File: src/rtl/boot_loader_pkg.sv
// Shared types and constants for the boot loader: FSM state encoding and
// the width of the little-endian word count header.
package boot_loader_pkg;

    typedef enum logic [1:0] {
        StHdr   = 2'd0,
        StData  = 2'd1,
        StDone  = 2'd2,
        StError = 2'd3
    } state_e;

    localparam int unsigned HdrWidth = 32;

endpackage

File: src/rtl/byte_packer.sv
// Four-byte little-endian word assembler. The first byte lands in bits [7:0].
// word_valid pulses combinationally on the acceptance of the fourth byte.
module byte_packer
    import boot_loader_pkg::*;
(
    input  logic                clk,
    input  logic                rst_n,
    input  logic                clr,
    input  logic                accept,
    input  logic [7:0]          in_data,
    output logic [HdrWidth-1:0] word,
    output logic                word_valid
);

    logic [1:0]            cnt_q;
    logic [HdrWidth-9:0]   shift_q;

    // Only the first three bytes are stored; the fourth is merged in on the fly.
    always_ff @(posedge clk or negedge rst_n) begin
        if (!rst_n) begin
            cnt_q   <= 2'd0;
            shift_q <= '0;
        end else if (clr) begin
            cnt_q   <= 2'd0;
        end else if (accept) begin
            cnt_q   <= cnt_q + 2'd1;
            shift_q <= {in_data, shift_q[HdrWidth-9:8]};
        end
    end

    always_comb begin
        word       = {in_data, shift_q};
        word_valid = accept && (cnt_q == 2'd3);
    end

endmodule

File: src/rtl/boot_loader.sv
// Loads a length-prefixed little-endian word stream into memory starting at
// BASE_ADDR while holding the CPU, then releases it once the last write lands.
module boot_loader
    import boot_loader_pkg::*;
#(
    parameter int unsigned           ADDR_WIDTH = 32,
    parameter logic [ADDR_WIDTH-1:0] BASE_ADDR  = '0,
    parameter int unsigned           MAX_WORDS  = 256
) (
    input  logic                  clk,
    input  logic                  rst_n,
    input  logic                  in_valid,
    input  logic [7:0]            in_data,
    output logic                  in_ready,
    input  logic                  restart,
    output logic                  mem_we,
    output logic [ADDR_WIDTH-1:0] mem_addr,
    output logic [31:0]           mem_wd,
    output logic                  cpu_hold,
    output logic                  done,
    output logic                  error
);

    localparam int unsigned CntW = $clog2(MAX_WORDS + 1);

    state_e                state_q, state_d;
    logic [CntW-1:0]       word_cnt_q, word_cnt_d;
    logic [CntW-1:0]       n_q, n_d;
    logic                  mem_we_q, mem_we_d;
    logic [ADDR_WIDTH-1:0] mem_addr_q, mem_addr_d;
    logic [31:0]           mem_wd_q, mem_wd_d;
    logic                  armed_q;

    logic                  accept;
    logic                  packer_clr;
    logic [HdrWidth-1:0]   word;
    logic                  word_valid;

    byte_packer u_packer (
        .clk        (clk),
        .rst_n      (rst_n),
        .clr        (packer_clr),
        .accept     (accept),
        .in_data    (in_data),
        .word       (word),
        .word_valid (word_valid)
    );

    // Keeps in_ready low until the first clock edge after reset release.
    always_ff @(posedge clk or negedge rst_n) begin
        if (!rst_n) begin
            armed_q <= 1'b0;
        end else begin
            armed_q <= 1'b1;
        end
    end

    always_ff @(posedge clk or negedge rst_n) begin
        if (!rst_n) begin
            state_q    <= StHdr;
            word_cnt_q <= '0;
            n_q        <= '0;
            mem_we_q   <= 1'b0;
            mem_addr_q <= BASE_ADDR;
            mem_wd_q   <= '0;
        end else begin
            state_q    <= state_d;
            word_cnt_q <= word_cnt_d;
            n_q        <= n_d;
            mem_we_q   <= mem_we_d;
            mem_addr_q <= mem_addr_d;
            mem_wd_q   <= mem_wd_d;
        end
    end

    assign in_ready = armed_q && ((state_q == StHdr) || (state_q == StData));
    assign accept   = in_valid && in_ready;

    always_comb begin
        state_d    = state_q;
        word_cnt_d = word_cnt_q;
        n_d        = n_q;
        mem_we_d   = 1'b0;
        mem_addr_d = mem_addr_q;
        mem_wd_d   = mem_wd_q;
        packer_clr = 1'b0;

        unique case (state_q)
            StHdr: begin
                if (word_valid) begin
                    if (word == '0) begin
                        state_d = StDone;
                    end else if (word > HdrWidth'(MAX_WORDS)) begin
                        state_d = StError;
                    end else begin
                        state_d    = StData;
                        n_d        = CntW'(word);
                        word_cnt_d = '0;
                    end
                end
            end
            StData: begin
                // The write registers sit apart from the packer, so DATA never stalls.
                if (word_valid) begin
                    mem_we_d   = 1'b1;
                    mem_addr_d = BASE_ADDR + (ADDR_WIDTH'(word_cnt_q) << 2);
                    mem_wd_d   = word;
                    word_cnt_d = word_cnt_q + CntW'(1);
                    if (word_cnt_d == n_q) begin
                        state_d = StDone;
                    end
                end
            end
            StDone, StError: begin
                if (restart && !mem_we_q) begin
                    state_d    = StHdr;
                    word_cnt_d = '0;
                    n_d        = '0;
                    packer_clr = 1'b1;
                end
            end
            default: begin
                state_d = StHdr;
            end
        endcase
    end

    assign mem_we   = mem_we_q;
    assign mem_addr = mem_addr_q;
    assign mem_wd   = mem_wd_q;
    assign done     = (state_q == StDone);
    assign error    = (state_q == StError);
    // The final write pulse occupies the first DONE cycle; release only after it.
    assign cpu_hold = !((state_q == StDone) && !mem_we_q);

endmodule
File: config.mk
export PLATFORM = sky130hd
export DESIGN_NAME = boot_loader
export DESIGN_NICKNAME = d
export VERILOG_FILES = /design/src/rtl/boot_loader_pkg.sv /design/src/rtl/byte_packer.sv /design/src/rtl/boot_loader.sv
export SDC_FILE = /design/constraint.sdc
export NUM_CORES = 1
export LEC_CHECK = 0
export BUFFER_PORTS_ARGS = -buffer_cell sky130_fd_sc_hd__buf_2
export CAP_MARGIN = 40
export CORE_MARGIN = 2
export CORE_UTILIZATION = 38
export DETAILED_ROUTE_END_ITERATION = 12
export SLEW_MARGIN = 40
export SYNTH_ARGS = -nofsm -noshare
export SYNTH_HDL_FRONTEND = slang
export SYNTH_SLANG_ARGS = --single-unit
File: constraint.sdc
create_clock -name clk -period 2.78 [get_ports clk]
set_input_delay 0.695 -clock clk [delete_from_list [all_inputs] [get_ports clk]]
set_output_delay 0.695 -clock clk [all_outputs]
set_load 0.005 [all_outputs]
==> results of run 1 <==
-- state kept, by name, summed over array words and instances, names as in the netlist --
register,cells
u_packer.cnt_q,2
u_packer.shift_q,24
n_q,9
mem_we,1
armed_q,1
mem_wd,32
word_cnt_q,9
state_q,2
mem_addr,9
-- metal layers --
layer	GRT usage	vias up	wire length, um
met5	0	-	0
met4	0.0476	0	102
met3	0.0400	11	369
met2	0.260	68	4300
met1	0.227	1499	4280
li1	-	1461	-
-- stage by stage --
stage	instances	setup WS (ps)
6_report	608	398
3_3_place_gp	592	127
5_1_grt	608	228
3_5_place_dp	592	74.0
2_1_floorplan	429	388
4_1_cts	608	384
-- worst max-delay path by stage --
stage                                         start                   endpoint  slack (ps)  cells past startpoint
global route        u_packer.shift_q[1]$_DFFE_PN0P_         n_q[6]$_DFFE_PN0P_         230                      6
floorplan                                in_data[7]  word_cnt_q[2]$_DFFE_PN0P_         390                      6
CTS                 u_packer.shift_q[4]$_DFFE_PN0P_         n_q[2]$_DFFE_PN0P_         380                      6
global placement                         in_data[7]  word_cnt_q[2]$_DFFE_PN0P_         130                      6
detailed placement                       in_data[7]  word_cnt_q[2]$_DFFE_PN0P_          70                      6
finish              u_packer.shift_q[4]$_DFFE_PN0P_         n_q[2]$_DFFE_PN0P_         400                      6
-- worst register-to-register path, stage by stage (launching register included) --
cell       delay [ps]
dfrtp_1           450
or4_2             670
nor3_1            230
o41a_1            250
or2_1             330
buf_4             230
o2bb2ai_1         130
-- synthesized netlist by cell type, drive strengths merged, types with 2 or more instances --
cell | count | area (um2)
and2 | 2 | 12.5
or2 | 2 | 12.5
nand3 | 7 | 35.0
mux2 | 26 | 293
a21o | 4 | 32.5
xnor2 | 6 | 52.6
a2111oi | 2 | 23.8
nor3 | 7 | 35.0
nor2b | 3 | 18.8
o21ai | 5 | 25.0
a22oi | 9 | 67.6
nand2 | 129 | 484
conb | 2 | 7.51
o22ai | 3 | 18.8
dfrtp | 89 | 2230
and3 | 2 | 12.5
clkbuf | 12 | 45.0
o2bb2ai | 9 | 78.8
nor2 | 6 | 22.5
inv | 2 | 7.50
buf | 32 | 229
o31ai | 5 | 37.5
nand3b | 2 | 15.0
or4 | 2 | 17.5
o22a | 2 | 18.8
xor2 | 6 | 52.6
a22o | 2 | 18.8
nor4 | 7 | 62.6
a21oi | 2 | 10.0
ha | 2 | 25.0
nand4 | 3 | 18.8
-- kinds of logic (layout without fill, tap and decap cells) --
group / count (synthesis) / count (layout) / share of synthesized area
xor gates and xnor gates: 12 / 12 / 0.0251
DFF: 89 / 89 / 0.533
muxes: 26 / 26 / 0.0701
AOI/OAI and AO/OA: 51 / 51 / 0.0970
adders and majority gates: 2 / 2 / 0.00599
other: 2 / 24 / 0.00180
and+or+nand+nor: 178 / 178 / 0.192
buffers and inverters: 47 / 86 / 0.0751
-- final cells by class --
class / count / area, um2 / area share
Multi-Input combinational cell: 293 / 1720 / 0.363
Clock inverter: 7 / 100 / 0.0211
Sequential cell: 89 / 2230 / 0.470
Clock buffer: 9 / 124 / 0.0261
Inverter: 2 / 7.51 / 0.00158
Tap cell: 140 / 175 / 0.0370
Timing Repair Buffer: 68 / 383 / 0.0808
-- power by group through the flow --
stage	sequential (mW)	clock, mW	combinational [mW]
after floorplan	1.91	0	0.527
after global placement	1.96	0	0.880
after detailed placement	1.96	0	0.896
after CTS	1.94	1.02	0.897
after global routing	1.99	1.08	1.00
final	1.94	1.00	0.872
==> summary.md, run 1 <==
| Metric | Value |
|---|---|
| Tot Pwr | `3.82 mW` |
| I/O Buffers | `57` |
| Commonest non-fill, non-tap cells in the layout | `129 x nand2_1, 89 x dfrtp_1, 56 x buf_2` |
| Delay-heaviest family, CP | `simple AND/OR/NAND/NOR gates` |
| Max FO, Critical Path | `9` |
| DP Wirelength | `6.35 mm` |
| Flop and latch count out of synthesis | `89` |
| RSZ-0062 raised after global routing | `false` |
| Avg WL per Cell | `14.9 um` |
| Pint | `2.60 mW` |
| Worst path required time | `3050 ps` |
| Drt pass-1 iters | `4` |
| Overflow after GRT | `0` |
| PwrDens | `805 nW/um2` |
| Vias in the first global route | `2,986` |
| Reg-to-reg critical path startpoint | `u_packer.shift_q[4]$_DFFE_PN0P_` |
| Root buffer cell | `clkbuf_8` |
| Most common cell after layout, fill and taps aside | `nand2_1` |
| First-pass GRT wire length | `15.2 mm` |
| Final core occ | `0.439` |
| CP Launch Type | `flip-flop` |
| PostCTS Resize Cnt | `0` |
| Gate power share | `0.229` |
| Die Footprint | `11,900 um2` |
| Biggest cell delay along the critical path | `670 ps` |
| Initial DRC Count | `113` |
| Crit-path slowest cell | `or4_2` |
| Largest net degree at the start of global routing | `50` |
| Clk pwr share | `0.263` |
| CTS clock-pin slew for the worst setup and hold paths | `100 ps` |
| CORE AREA | `10,800 um2` |
| Post-synth EDFFs | `0` |
| VDD IR max | `409 uV` |
| Max Slew Vio Count | `0` |
| Final Cycle Share | `0.857` |
| Worst-skew pair later-pin latency | `360 ps` |
| Slew margin rel. | `0.642` |
| Clk buf depth | `2` |
| Sw frac | `0.317` |
| Clock sink count | `89` |
| Die width | `109 um` |
| Setup crit end kind | `flip-flop` |
| Crit path DAT | `2650 ps` |
| Final Setup Violations | `0` |
| Worst setup path category | `flip-flop to flip-flop` |
| P&R area growth vs syn | `13.4%` |
| Crit-path cells | `or4_2 > nor3_1 > o41a_1 > or2_1 > buf_4 > o2bb2ai_1` |
| CTS tree | `built` |
| Crit path buf inv count | `1` |
| Sequential-to-total area share from yosys stat | `0.533` |
| Final hold violation count | `0` |
| Placed cell areas | `4510 um2` |
| Hold crit path type | `input pin to async pin` |
| Status | `finished clean` |
| R2R Setup Slk | `400 ps` |
| H-tree depth | `3` |
| DR vias | `3,039` |
| Post-route setup TNS | `0 ps` |
| # hold bufs at CTS | `0` |
| Yosys Warn Count | `0` |
| Achievable Freq | `420 MHz` |
| Vias per cell | `5.00` |
| Worst slew pin tran | `537 ps` |
| Mapped Cells | `407` |
| Main synth FF type | `dfrtp_1` |
| Final min period | `2380 ps` |
| Synth unique cells | `56` |
| ANT cells | `0` |
| GRT Util Overall | `0.165` |
| Sw Pwr | `1.21 mW` |
| RD Place Congestion | `0.826` |
| Share of layout cells above drive strength 1 | `0.274` |
| Mean Syn Cell Area | `10.3 um2` |
| I/O pin cnt | `81` |
| Mapped Area | `4180 um2` |
| FILL cells | `1,053` |
| WHS | `297 ps` |
| Final Net Count | `477` |
| DRC Markers | `0` |
| Post CTS Setup Buffer Count | `0` |
| FP Rows | `38` |
| Leakage power | `2.33 nW` |
| CTS buffer count | `9` |
| Reg-to-reg endpoint | `n_q[2]$_DFFE_PN0P_` |
| Starting Density | `0.387` |
| Post-DRT Antenna Nets | `0` |
| Sequential Power Share | `0.509` |
| Fin Clk Skew | `15.0 ps` |
| Die height | `109 um` |
| Initial antenna violation count | `0` |
| Synth async-reset ratio | `1.00` |
| Final instance area | `4740 um2` |
| Maximum capacitance violations | `0` |
| WL final | `9.05 mm` |
| Worst reg2reg path depth | `6` |
Note: power is estimated with default switching activity, not from simulation.
==> run 2, diff against run 1 <==
- CORE_UTILIZATION: 38 -> 55
- PLACE_DENSITY: not set -> 0.79
==> run 2 against run 1 <==
  * Clock skew shrank 5.9 ps
  * Core utilization grew 20 points
  * Non-clock buffer count grew 1
  * Register-to-register slack lost 140 ps
  * Setup slack lost 140 ps
  * Flip-flop and latch count is the same
  * Highest routed layer unchanged
  * First-iteration DRC count grew 100%
  * Clock power shrank 9%
  * Fmax shrank 5.6%
  * Count of clock-buffer cells in the layout grew 1
==> summary.md, run 2 (same netlist as run 1, synthesis figures left out) <==
| Metric | Value |
|---|---|
| Final Cycle Share | `0.907 (+0.0507)` |
| VDD IR max | `412 uV (+0.76%)` |
| Maximum capacitance violations | `0 (unchanged)` |
| H-tree depth | `3 (unchanged)` |
| WP depth | `6 (unchanged)` |
| CTS tree | `built` |
| RD Place Congestion | `0.853 (+3.2%)` |
| Crit path buf inv count | `0 (-1)` |
| DR vias | `3,079 (+1.3%)` |
| Leakage power | `2.32 nW (-0.35%)` |
| Max FO, Critical Path | `7 (-2)` |
| Max Slew Vio Count | `0 (unchanged)` |
| Final Net Count | `478 (+0.21%)` |
| P&R area growth vs syn | `11.8%` |
| Final min period | `2520 ps (+141 ps)` |
| Clock sink count | `89 (unchanged)` |
| First-pass GRT wire length | `15.3 mm (+0.68%)` |
| WHS | `237 ps (-59.7 ps)` |
| Worst setup path category | `flip-flop to flip-flop` |
| Delay-heaviest family, CP | `simple AND/OR/NAND/NOR gates` |
| Die width | `91.2 um (-16%)` |
| I/O pin cnt | `81 (unchanged)` |
| Starting Density | `0.573 (+0.186)` |
| Commonest non-fill, non-tap cells in the layout | `129 x nand2_1, 89 x dfrtp_1, 56 x buf_2` |
| Crit-path cells | `ha_1 > nand3_1 > or4b_2 > o22ai_1 > o2111ai_1 > a21bo_2` |
| Crit-path slowest cell | `or4b_2` |
| Post-route setup TNS | `0 ps (unchanged)` |
| CP Launch Type | `flip-flop` |
| Die height | `91.2 um (-16%)` |
| CTS buffer count | `9 (unchanged)` |
| PostCTS Resize Cnt | `0 (unchanged)` |
| Worst path required time | `3040 ps (about the same)` |
| RSZ-0062 raised after global routing | `false` |
| GRT Util Overall | `0.235 (+0.0702)` |
| Post CTS Setup Buffer Count | `0 (unchanged)` |
| Share of layout cells above drive strength 1 | `0.275 (+0.00155)` |
| CP Launch Point | `word_cnt_q[0]$_DFFE_PN0P_` |
| Fin Clk Skew | `9.11 ps (-5.93 ps)` |
| I/O Buffers | `57 (unchanged)` |
| Initial antenna violation count | `0 (unchanged)` |
| Reg-to-reg critical path startpoint | `word_cnt_q[0]$_DFFE_PN0P_` |
| Hold crit path type | `input pin to async pin` |
| Final hold violation count | `0 (unchanged)` |
| # hold bufs at CTS | `0 (unchanged)` |
| Die Footprint | `8310 um2 (-30%)` |
| Max reg flops | `32 (unchanged)` |
| Final core occ | `0.641 (+0.202)` |
| Avg WL per Cell | `16.1 um (+8.4%)` |
| Vias in the first global route | `3,025 (+1.3%)` |
| CORE AREA | `7290 um2 (-32%)` |
| CTS clock-pin slew for the worst setup and hold paths | `90 ps (about the same)` |
| Slew margin rel. | `0.605 (-0.0370)` |
| Final Setup Violations | `0 (unchanged)` |
| Initial DRC Count | `229 (+100%)` |
| DRC Markers | `0 (unchanged)` |
| Overflow after GRT | `0 (unchanged)` |
| Worst reg2reg path depth | `6 (unchanged)` |
| Clk buf depth | `2 (unchanged)` |
| WL final | `9.16 mm (+1.2%)` |
| Post-DRT Antenna Nets | `0 (unchanged)` |
| Most common cell after layout, fill and taps aside | `nand2_1` |
| R2R Setup Slk | `260 ps (-140 ps)` |
| DP Wirelength | `6.27 mm (-1.2%)` |
| Drt pass-1 iters | `5 (+1)` |
| PwrDens | `800 nW/um2 (-0.72%)` |
| Worst-skew pair later-pin latency | `370 ps (about the same)` |
| Status | `finished clean` |
| FP Rows | `31 (-18%)` |
| Largest net degree at the start of global routing | `44 (-12%)` |
| Vias per cell | `5.42 (+8.5%)` |
| Worst slew pin tran | `591 ps (+53.4 ps)` |
| Biggest cell delay along the critical path | `670 ps (about the same)` |
| Crit path DAT | `2790 ps (+140 ps)` |
| Achievable Freq | `396 MHz (-5.6%)` |
| Root buffer cell | `clkbuf_8` |
| ANT cells | `0 (unchanged)` |
| Setup crit end kind | `flip-flop` |
run 2: power breakdown:
part	internal (mW)	switching, mW
combinational	0.438	0.448
sequential	1.65	0.285
clock	0.441	0.473
run 2: routing by layer:
metal	up-vias	track usage	wire [um]
met3	13	0.0365	404
met5	-	0	0
met2	79	0.398	4580
li1	1461	-	-
met1	1526	0.308	4020
met4	0	0.0871	160
run 2: path summary, 6_finish.rpt:
check,end
min,mem_addr[9]$_DFFE_PN0P_
min reg2reg,mem_wd[1]$_DFFE_PN0P_
min in group clk,mem_wd[1]$_DFFE_PN0P_
max in group asynchronous,mem_wd[28]$_DFFE_PN0P_
max,state_q[0]$_DFFE_PN0P_
max reg2reg,state_q[0]$_DFFE_PN0P_
run 2: final cells by class:
cell class	instances	area [um2]
Clock buffer	10	138
Multi-Input combinational cell	293	1720
Timing Repair Buffer	69	390
Fill cell	624	2620
Inverter	2	7.51
Sequential cell	89	2230
Tap cell	99	124
Clock inverter	6	66.3
run 2: through the flow:
stage / std cells / power, mW / cell area, um2 / worst slack, ps
floorplan: 429 / 2.44 / 4260 / 388
global placement: 552 / 2.81 / 4470 / 138
detailed placement: 552 / 2.85 / 4470 / 121
CTS: 568 / 3.77 / 4670 / 291
global route: 568 / 3.98 / 4670 / 147
finish: 568 / 3.74 / 4670 / 257
